==> config.mk <==
export PLATFORM = sky130hd
export DESIGN_NAME = hex_display_mux_flat
export DESIGN_NICKNAME = d
export VERILOG_FILES = /design/src/rtl/hex_display_mux_if.sv /design/src/rtl/hex_display_mux.sv /design/src/flat_wrapper.sv
export SDC_FILE = /design/constraint.sdc
export NUM_CORES = 1
export LEC_CHECK = 0
export BUFFER_PORTS_ARGS = -buffer_cell sky130_fd_sc_hd__buf_2
export CORE_ASPECT_RATIO = 1.2
export CORE_UTILIZATION = 42
export DETAILED_ROUTE_END_ITERATION = 12
export PLACE_DENSITY = 0.72
export SKIP_LAST_GASP = 1
export SLEW_MARGIN = 5
export SYNTH_ARGS = -nofsm -noshare
export SYNTH_HDL_FRONTEND = slang
export SYNTH_SLANG_ARGS = --single-unit
export TNS_END_PERCENT = 50
==> constraint.sdc <==
create_clock -name clk -period 3.5 [get_ports clk]
set_input_delay 0.7 -clock clk [delete_from_list [all_inputs] [get_ports clk]]
set_output_delay 0.7 -clock clk [all_outputs]
set_load 0.01 [all_outputs]
==> src/rtl/hex_display_mux_if.sv <==
// Pin bundle between a data source and the 7-segment scanner.
// Inputs flow master -> slave, display pins flow slave -> master.
interface hex_display_mux_if #(
  parameter int N_DIGITS = 4
);
  logic [4*N_DIGITS-1:0] data;
  logic [N_DIGITS-1:0]   dp;
  logic [N_DIGITS-1:0]   blank;
  logic                  lz_en;
  logic [3:0]            brightness;
  logic [N_DIGITS-1:0]   anodes;
  logic [7:0]            seg;
  logic                  frame_start;

  modport master (
    output data, dp, blank,
    output lz_en, brightness,
    input  anodes, seg, frame_start
  );

  modport slave (
    input  data, dp, blank,
    input  lz_en, brightness,
    output anodes, seg, frame_start
  );
endinterface

==> src/rtl/hex_display_mux.sv <==
// Time-multiplexed 7-segment scanner with frame latching,
// leading-zero blanking, PWM dimming and anti-ghost gaps.
module hex_display_mux #(
  parameter int N_DIGITS         = 4,
  parameter int DIV              = 5000,
  parameter int BLANK_CYCLES     = 16,
  parameter int ANODE_ACTIVE_LOW = 0,
  parameter int SEG_ACTIVE_LOW   = 1
) (
  input logic               clk,
  input logic               rst,
  hex_display_mux_if.slave  bus
);

  localparam int CW = (DIV > 2) ? $clog2(DIV) : 1;
  localparam int IW = (N_DIGITS > 1) ? $clog2(N_DIGITS) : 1;

  localparam logic [CW-1:0] CNT_LAST  = CW'(DIV - 1);
  localparam logic [CW-1:0] CNT_BLANK = CW'(BLANK_CYCLES);
  localparam logic [IW-1:0] IDX_LAST  = IW'(N_DIGITS - 1);

  localparam logic [N_DIGITS-1:0] AN_OFF =
    {N_DIGITS{ANODE_ACTIVE_LOW != 0}};
  localparam logic [7:0] SEG_OFF =
    {8{SEG_ACTIVE_LOW != 0}};

  logic [CW-1:0]         cnt;
  logic [IW-1:0]         idx;
  logic [3:0]            pwm;
  logic [4*N_DIGITS-1:0] data_q;
  logic [N_DIGITS-1:0]   dp_q;
  logic [N_DIGITS-1:0]   blank_q;
  logic                  lz_q;
  logic [N_DIGITS-1:0]   anodes_q;
  logic [7:0]            seg_q;
  logic                  fs_q;

  logic                  frame_begin;
  logic [4*N_DIGITS-1:0] data_e;
  logic [N_DIGITS-1:0]   dp_e;
  logic [N_DIGITS-1:0]   blank_e;
  logic                  lz_e;
  logic [3:0]            nib;
  logic                  upper_nz;
  logic                  suppressed;
  logic                  lit;
  logic [N_DIGITS-1:0]   onehot;

  function automatic logic [6:0] glyph(
    input logic [3:0] v
  );
    logic [6:0] g;
    g = '0;
    unique case (v)
      4'h0: g = 7'h3F;
      4'h1: g = 7'h06;
      4'h2: g = 7'h5B;
      4'h3: g = 7'h4F;
      4'h4: g = 7'h66;
      4'h5: g = 7'h6D;
      4'h6: g = 7'h7D;
      4'h7: g = 7'h07;
      4'h8: g = 7'h7F;
      4'h9: g = 7'h6F;
      4'hA: g = 7'h77;
      4'hB: g = 7'h7C;
      4'hC: g = 7'h39;
      4'hD: g = 7'h5E;
      4'hE: g = 7'h79;
      4'hF: g = 7'h71;
    endcase
    return g;
  endfunction

  // During the first cycle of a frame the live inputs are shown
  // directly, so the whole frame uses the word latched there.
  always_comb begin
    frame_begin = (cnt == '0) && (idx == '0);
    data_e  = frame_begin ? bus.data  : data_q;
    dp_e    = frame_begin ? bus.dp    : dp_q;
    blank_e = frame_begin ? bus.blank : blank_q;
    lz_e    = frame_begin ? bus.lz_en : lz_q;
  end

  // Current nibble, leading-zero test and visibility decision.
  always_comb begin
    nib      = '0;
    upper_nz = 1'b0;
    onehot   = '0;
    for (int k = 0; k < N_DIGITS; k++) begin
      if (IW'(k) == idx)
        nib = data_e[4*k +: 4];
      if (IW'(k) >= idx && data_e[4*k +: 4] != 4'h0)
        upper_nz = 1'b1;
      onehot[k] = (IW'(k) == idx);
    end
    suppressed = lz_e && (idx != '0) && !upper_nz;
    lit = (cnt >= CNT_BLANK) && !blank_e[idx] &&
          !suppressed &&
          (bus.brightness == 4'hF ||
           pwm < bus.brightness);
  end

  // Slot counter, digit index and free-running PWM counter.
  always_ff @(posedge clk) begin
    if (rst) begin
      cnt <= '0;
      idx <= '0;
      pwm <= '0;
    end else begin
      pwm <= pwm + 4'd1;
      if (cnt == CNT_LAST) begin
        cnt <= '0;
        idx <= (idx == IDX_LAST) ? '0 : idx + IW'(1);
      end else begin
        cnt <= cnt + CW'(1);
      end
    end
  end

  // Frame-coherent capture of the display word.
  always_ff @(posedge clk) begin
    if (rst) begin
      data_q  <= '0;
      dp_q    <= '0;
      blank_q <= '0;
      lz_q    <= 1'b0;
    end else if (frame_begin) begin
      data_q  <= bus.data;
      dp_q    <= bus.dp;
      blank_q <= bus.blank;
      lz_q    <= bus.lz_en;
    end
  end

  // Anodes and segments share one register stage, polarity last.
  always_ff @(posedge clk) begin
    if (rst) begin
      anodes_q <= AN_OFF;
      seg_q    <= SEG_OFF;
      fs_q     <= 1'b0;
    end else begin
      anodes_q <= (lit ? onehot : '0) ^ AN_OFF;
      seg_q    <= (lit ? {dp_e[idx], glyph(nib)}
                       : 8'h00) ^ SEG_OFF;
      fs_q     <= frame_begin;
    end
  end

  assign bus.anodes      = anodes_q;
  assign bus.seg         = seg_q;
  assign bus.frame_start = fs_q;

endmodule

==> src/flat_wrapper.sv <==
// flat-port wrapper written by rule: the top's interface ports become plain ports
module hex_display_mux_flat 
#(
  parameter int N_DIGITS         = 4,
  parameter int DIV              = 5000,
  parameter int BLANK_CYCLES     = 16,
  parameter int ANODE_ACTIVE_LOW = 0,
  parameter int SEG_ACTIVE_LOW   = 1
)
  (clk, rst, bus_data, bus_dp, bus_blank, bus_lz_en, bus_brightness, bus_anodes, bus_seg, bus_frame_start);
  hex_display_mux_if #(.N_DIGITS(N_DIGITS)) bus_i ();
  input logic clk;
  input logic rst;
  input wire logic [$bits(bus_i.data)-1:0] bus_data;
  input wire logic [$bits(bus_i.dp)-1:0] bus_dp;
  input wire logic [$bits(bus_i.blank)-1:0] bus_blank;
  input wire logic [$bits(bus_i.lz_en)-1:0] bus_lz_en;
  input wire logic [$bits(bus_i.brightness)-1:0] bus_brightness;
  output wire logic [$bits(bus_i.anodes)-1:0] bus_anodes;
  output wire logic [$bits(bus_i.seg)-1:0] bus_seg;
  output wire logic [$bits(bus_i.frame_start)-1:0] bus_frame_start;
  assign bus_i.data = bus_data;
  assign bus_i.dp = bus_dp;
  assign bus_i.blank = bus_blank;
  assign bus_i.lz_en = bus_lz_en;
  assign bus_i.brightness = bus_brightness;
  assign bus_anodes = bus_i.anodes;
  assign bus_seg = bus_i.seg;
  assign bus_frame_start = bus_i.frame_start;
  hex_display_mux #(.N_DIGITS(N_DIGITS), .DIV(DIV), .BLANK_CYCLES(BLANK_CYCLES), .ANODE_ACTIVE_LOW(ANODE_ACTIVE_LOW), .SEG_ACTIVE_LOW(SEG_ACTIVE_LOW)) u_core (.clk(clk), .rst(rst), .bus(bus_i));
endmodule
==> run summary <==
The flow ran to the end, and the final reports show no timing, DRC or antenna violations. In this run, post-CTS hold repair placed 0 buffers. The count of inserted antenna diode cells is 0.

In this run the vertical extent of the chip is 89.59 µm. The via density per instance was 5.079; the largest fanout on the critical path was 30. The flip-flop cell with the highest count after synthesis is sky130_fd_sc_hd__dfxtp_1. For the worst path arrival time, the log shows 3.27 ns. Summed over all nets, the half-perimeter wirelength after detailed placement is 3664 µm.

For the finished layout cell area, the log shows 3147 µm². Count of synthesis-stage warnings from yosys: 0. Max-cap violations in this run came to 0. The tools report the worst voltage drop across the vdd grid as 226.3 µV. The library cell used most frequently in the layout, excluding fill and tap cells, is sky130_fd_sc_hd__dfxtp_1. Minimum clock period after layout: 3.096 ns. The critical path starts at u_core.idx[0]$_SDFFE_PP0P_. In the finished design, the share of the clock period the worst path needs comes to 88.45%. In this run, the number of DRC markers left after iteration 0 of detailed routing was 56.

Of all flip-flops after synthesis, the portion carrying an async set or reset was 0%. For the initial antenna violation count, the log shows 0. The leakage component of the power was 1.388 nW; the total setup violations reported at the end of the flow was 0. The deepest clock path buffer count was 2. The tools report the origin of the critical flop-to-flop path as u_core.idx[0]$_SDFFE_PP0P_.

The synthesized cell area was 2685 µm². Kind of start point of the critical path: a flop. Number of nets in the synthesized netlist: 325.

After detailed routing, the total wire length is 4993 µm. The synthesis-stage register bit count works out to 57. The run gives 2,022 as the number of global-route vias before repair.

After global routing the overflow that remains totals 0. Counting the fill cells in the layout gives 583. The required time of the critical path is 3.67 ns, and the cell count after synthesis is 277. The average instance area after synthesis works out to 9.693 µm². The capturing element type of the critical path was a flop.

Dividing the detail-routed wire length by the instance count gives 12.27 µm. Type of the tightest min-delay check: reg -> reg. The worst reg2reg path depth is 15. TritonCTS built the clock tree.

The number of placed cells counting well taps was 392. Once detail routing completed, the nets flagged for antenna violations numbered 0. The first global-routing pass estimated 8473 µm of wire. The library cells used most frequently in the layout, excluding fill and tap cells, are 57 x sky130_fd_sc_hd__dfxtp_1, 49 x sky130_fd_sc_hd__nor2_1, 43 x sky130_fd_sc_hd__buf_2.

The category of the critical setup timing path was reg -> reg. The worst register-to-register path ends at u_core.bus.seg[3]$_SDFF_PP1_. The effective utilization at floorplan was 44.09%. Last element of the critical path: u_core.bus.seg[3]$_SDFF_PP1_.

Of the cells placed in the final design, the portion with a size suffix greater than 1 is 20.92%. From synthesis to final layout, the design area changed by 17.19%. The tree is rooted in a sky130_fd_sc_hd__clkbuf_8. The region available for standard cell placement spans 6090 µm². Counting the buffers created by CTS gives 9. The tools report the overall die area as 6718 µm².

The clock drives 57 sinks. Floorplan die width: 74.99 µm. The pre-antenna-repair detailed-routing pass consisted of 4 iterations.

The run gives 3 as the H-tree depth reported by CTS. Clock latency on the worst-skew pair, taken at its later pin, is 0.33 ns. Between clock sinks in the finished design, the worst skew comes to 0.01086 ns. Setup repair after global routing left no endpoint under its margin. The run gives 407 as the post-layout instance count excluding filler cells.

Across all hold checks on the routed design, the worst slack comes to 0.4606 ns. After clock tree synthesis, the repair step resized 0 gates. Adding up every negative setup slack in the final design gives 0 ns. The post-placement cell area is 2950 µm², and the power density normalized to cell area is 492.7 nW/µm².

The routed layout has 2,067 vias. The number of unique standard cell types used by synthesis was 47. The final count of hold timing violations was 0; the quantity of I/O buffers inserted on ports was 43. In this run the tightest slew margin relative to its limit is 55.55%. Setup slack on the worst reg-to-reg path comes out at 0.40 ns.

The buffer count from post-CTS setup fixing came out at 0. Entering global routing, the biggest net connects 36 pins. During I/O placement, the number of pins put on the boundary was 44. The number of design rule violations left after detail routing is 0, and the clock-pin slew on the worst setup and hold paths is 0.06 ns.

Across every metal layer, demand over resource in global routing totals 17.21%. After synthesis, flip-flops and latches occupy 42.50% of the total area. Routability-driven placement finished with a final weighted congestion of 0.8022.

Yosys mapped a number of flops with a built-in enable equal to 0. The final layout contains 369 nets. The transition time at the pin with the least slew margin came out at 0.6638 ns.

For this run, the top clock speed supported by timing is 323.0 MHz. At the end of the flow the core is filled with cells to 51.67%. After floorplanning, the core was divided into 31 placement rows. The count of pins over their slew limit is 0.
-- synthesized netlist by cell type, types with 3 or more instances --
master	n	share of area (%)
sky130_fd_sc_hd__ha_1	17	7.9
sky130_fd_sc_hd__o221ai_1	4	1.3
sky130_fd_sc_hd__xor2_1	8	2.6
sky130_fd_sc_hd__o22ai_1	4	0.93
sky130_fd_sc_hd__inv_1	12	1.7
sky130_fd_sc_hd__dfxtp_1	57	42
sky130_fd_sc_hd__nor2_1	49	6.9
sky130_fd_sc_hd__o21ai_1	3	0.56
sky130_fd_sc_hd__a21oi_1	4	0.75
sky130_fd_sc_hd__xnor2_1	5	1.6
sky130_fd_sc_hd__buf_6	4	1.7
sky130_fd_sc_hd__and2_1	4	0.93
sky130_fd_sc_hd__nand2b_1	6	1.4
sky130_fd_sc_hd__mux2i_1	28	10
sky130_fd_sc_hd__nand2_1	9	1.3
sky130_fd_sc_hd__nor3_1	3	0.56
sky130_fd_sc_hd__clkbuf_1	6	0.84
sky130_fd_sc_hd__nand3_1	14	2.6
-- cell families (layout without fill, tap and decap cells) --
| group | Yosys count | after routing | synth area share, % |
|---|---|---|---|
| multiplexers | 30 | 30 | 12.12 |
| adder cells (fa/ha/maj) | 17 | 17 | 7.922 |
| AO/OA/AOI/OAI | 32 | 32 | 8.667 |
| buffers and inverters | 26 | 74 | 4.939 |
| AND/OR/NAND/NOR | 102 | 102 | 19.62 |
| flip-flops | 57 | 57 | 42.50 |
| XOR/XNOR | 13 | 13 | 4.240 |
-- metal layers --
layer | up-vias | part of all wire, % | GRT usage (%)
li1 | 1046 | - | -
met1 | 971 | 44 | 18.14
met2 | 40 | 50 | 28.99
met3 | 10 | 4.0 | 6.920
met4 | 0 | 2.4 | 9.777
met5 | - | 0 | 0
-- worst min path at each step --
stage / start / to / slack (ns) / cells after the start
3_3_place_gp: u_core.pwm[0]$_SDFF_PP0_ / u_core.pwm[0]$_SDFF_PP0_ / 0.44 / 1
3_5_place_dp: u_core.pwm[0]$_SDFF_PP0_ / u_core.pwm[0]$_SDFF_PP0_ / 0.45 / 1
6_report: u_core.pwm[0]$_SDFF_PP0_ / u_core.pwm[0]$_SDFF_PP0_ / 0.46 / 1
5_1_grt: u_core.pwm[0]$_SDFF_PP0_ / u_core.pwm[0]$_SDFF_PP0_ / 0.48 / 1
4_1_cts: u_core.pwm[0]$_SDFF_PP0_ / u_core.pwm[0]$_SDFF_PP0_ / 0.46 / 1
2_1_floorplan: u_core.pwm[0]$_SDFF_PP0_ / u_core.pwm[0]$_SDFF_PP0_ / 0.43 / 1
-- area by class of cell --
class,instances,area (µm²),share of cell area (%)
clock buffers,13,158.9,5.050
clock inverters,2,37.54,1.193
inverters,14,52.55,1.670
multi-input cells,194,1411,44.85
flip-flops and latches,57,1141,36.26
well taps,82,102.6,3.260
repair buffers,45,242.7,7.714
-- worst max-delay path, cell delays in order (launching register included) --
cell	delay, ns
sky130_fd_sc_hd__dfxtp_1	0.46
sky130_fd_sc_hd__inv_1	0.14
sky130_fd_sc_hd__ha_1	0.27
sky130_fd_sc_hd__and3b_1	0.19
sky130_fd_sc_hd__nand4_2	0.11
sky130_fd_sc_hd__buf_12	0.22
sky130_fd_sc_hd__mux2i_1	0.30
sky130_fd_sc_hd__o22ai_1	0.12
sky130_fd_sc_hd__nor3_1	0.15
sky130_fd_sc_hd__a221o_1	0.28
sky130_fd_sc_hd__inv_1	0.09
sky130_fd_sc_hd__ha_1	0.24
sky130_fd_sc_hd__inv_1	0.07
sky130_fd_sc_hd__nor2_1	0.04
sky130_fd_sc_hd__a21oi_1	0.15
sky130_fd_sc_hd__nand4_1	0.11
-- metrics by stage --
stage	setup WS (ns)	power, mW
floorplan	0.7548	0.9065
global placement	0.5151	0.9515
detailed placement	0.4057	0.9570
CTS	0.3885	1.568
global route	0.1617	1.631
finish	0.4043	1.550
-- registers in the layout, summed over array words and instances, names as in the netlist, 2 cells and up --
register           cells
u_core.data_q         16
u_core.cnt            13
u_core.bus.seg         8
u_core.blank_q         4
u_core.bus.anodes      4
u_core.dp_q            4
u_core.pwm             4
u_core.idx             2
-- report_power, final --
group | internal, mW | switching, mW
Clock | 0.364 | 0.245
Combinational | 0.113 | 0.131
Sequential | 0.683 | 0.0151
(Power assumes the default switching activity.)
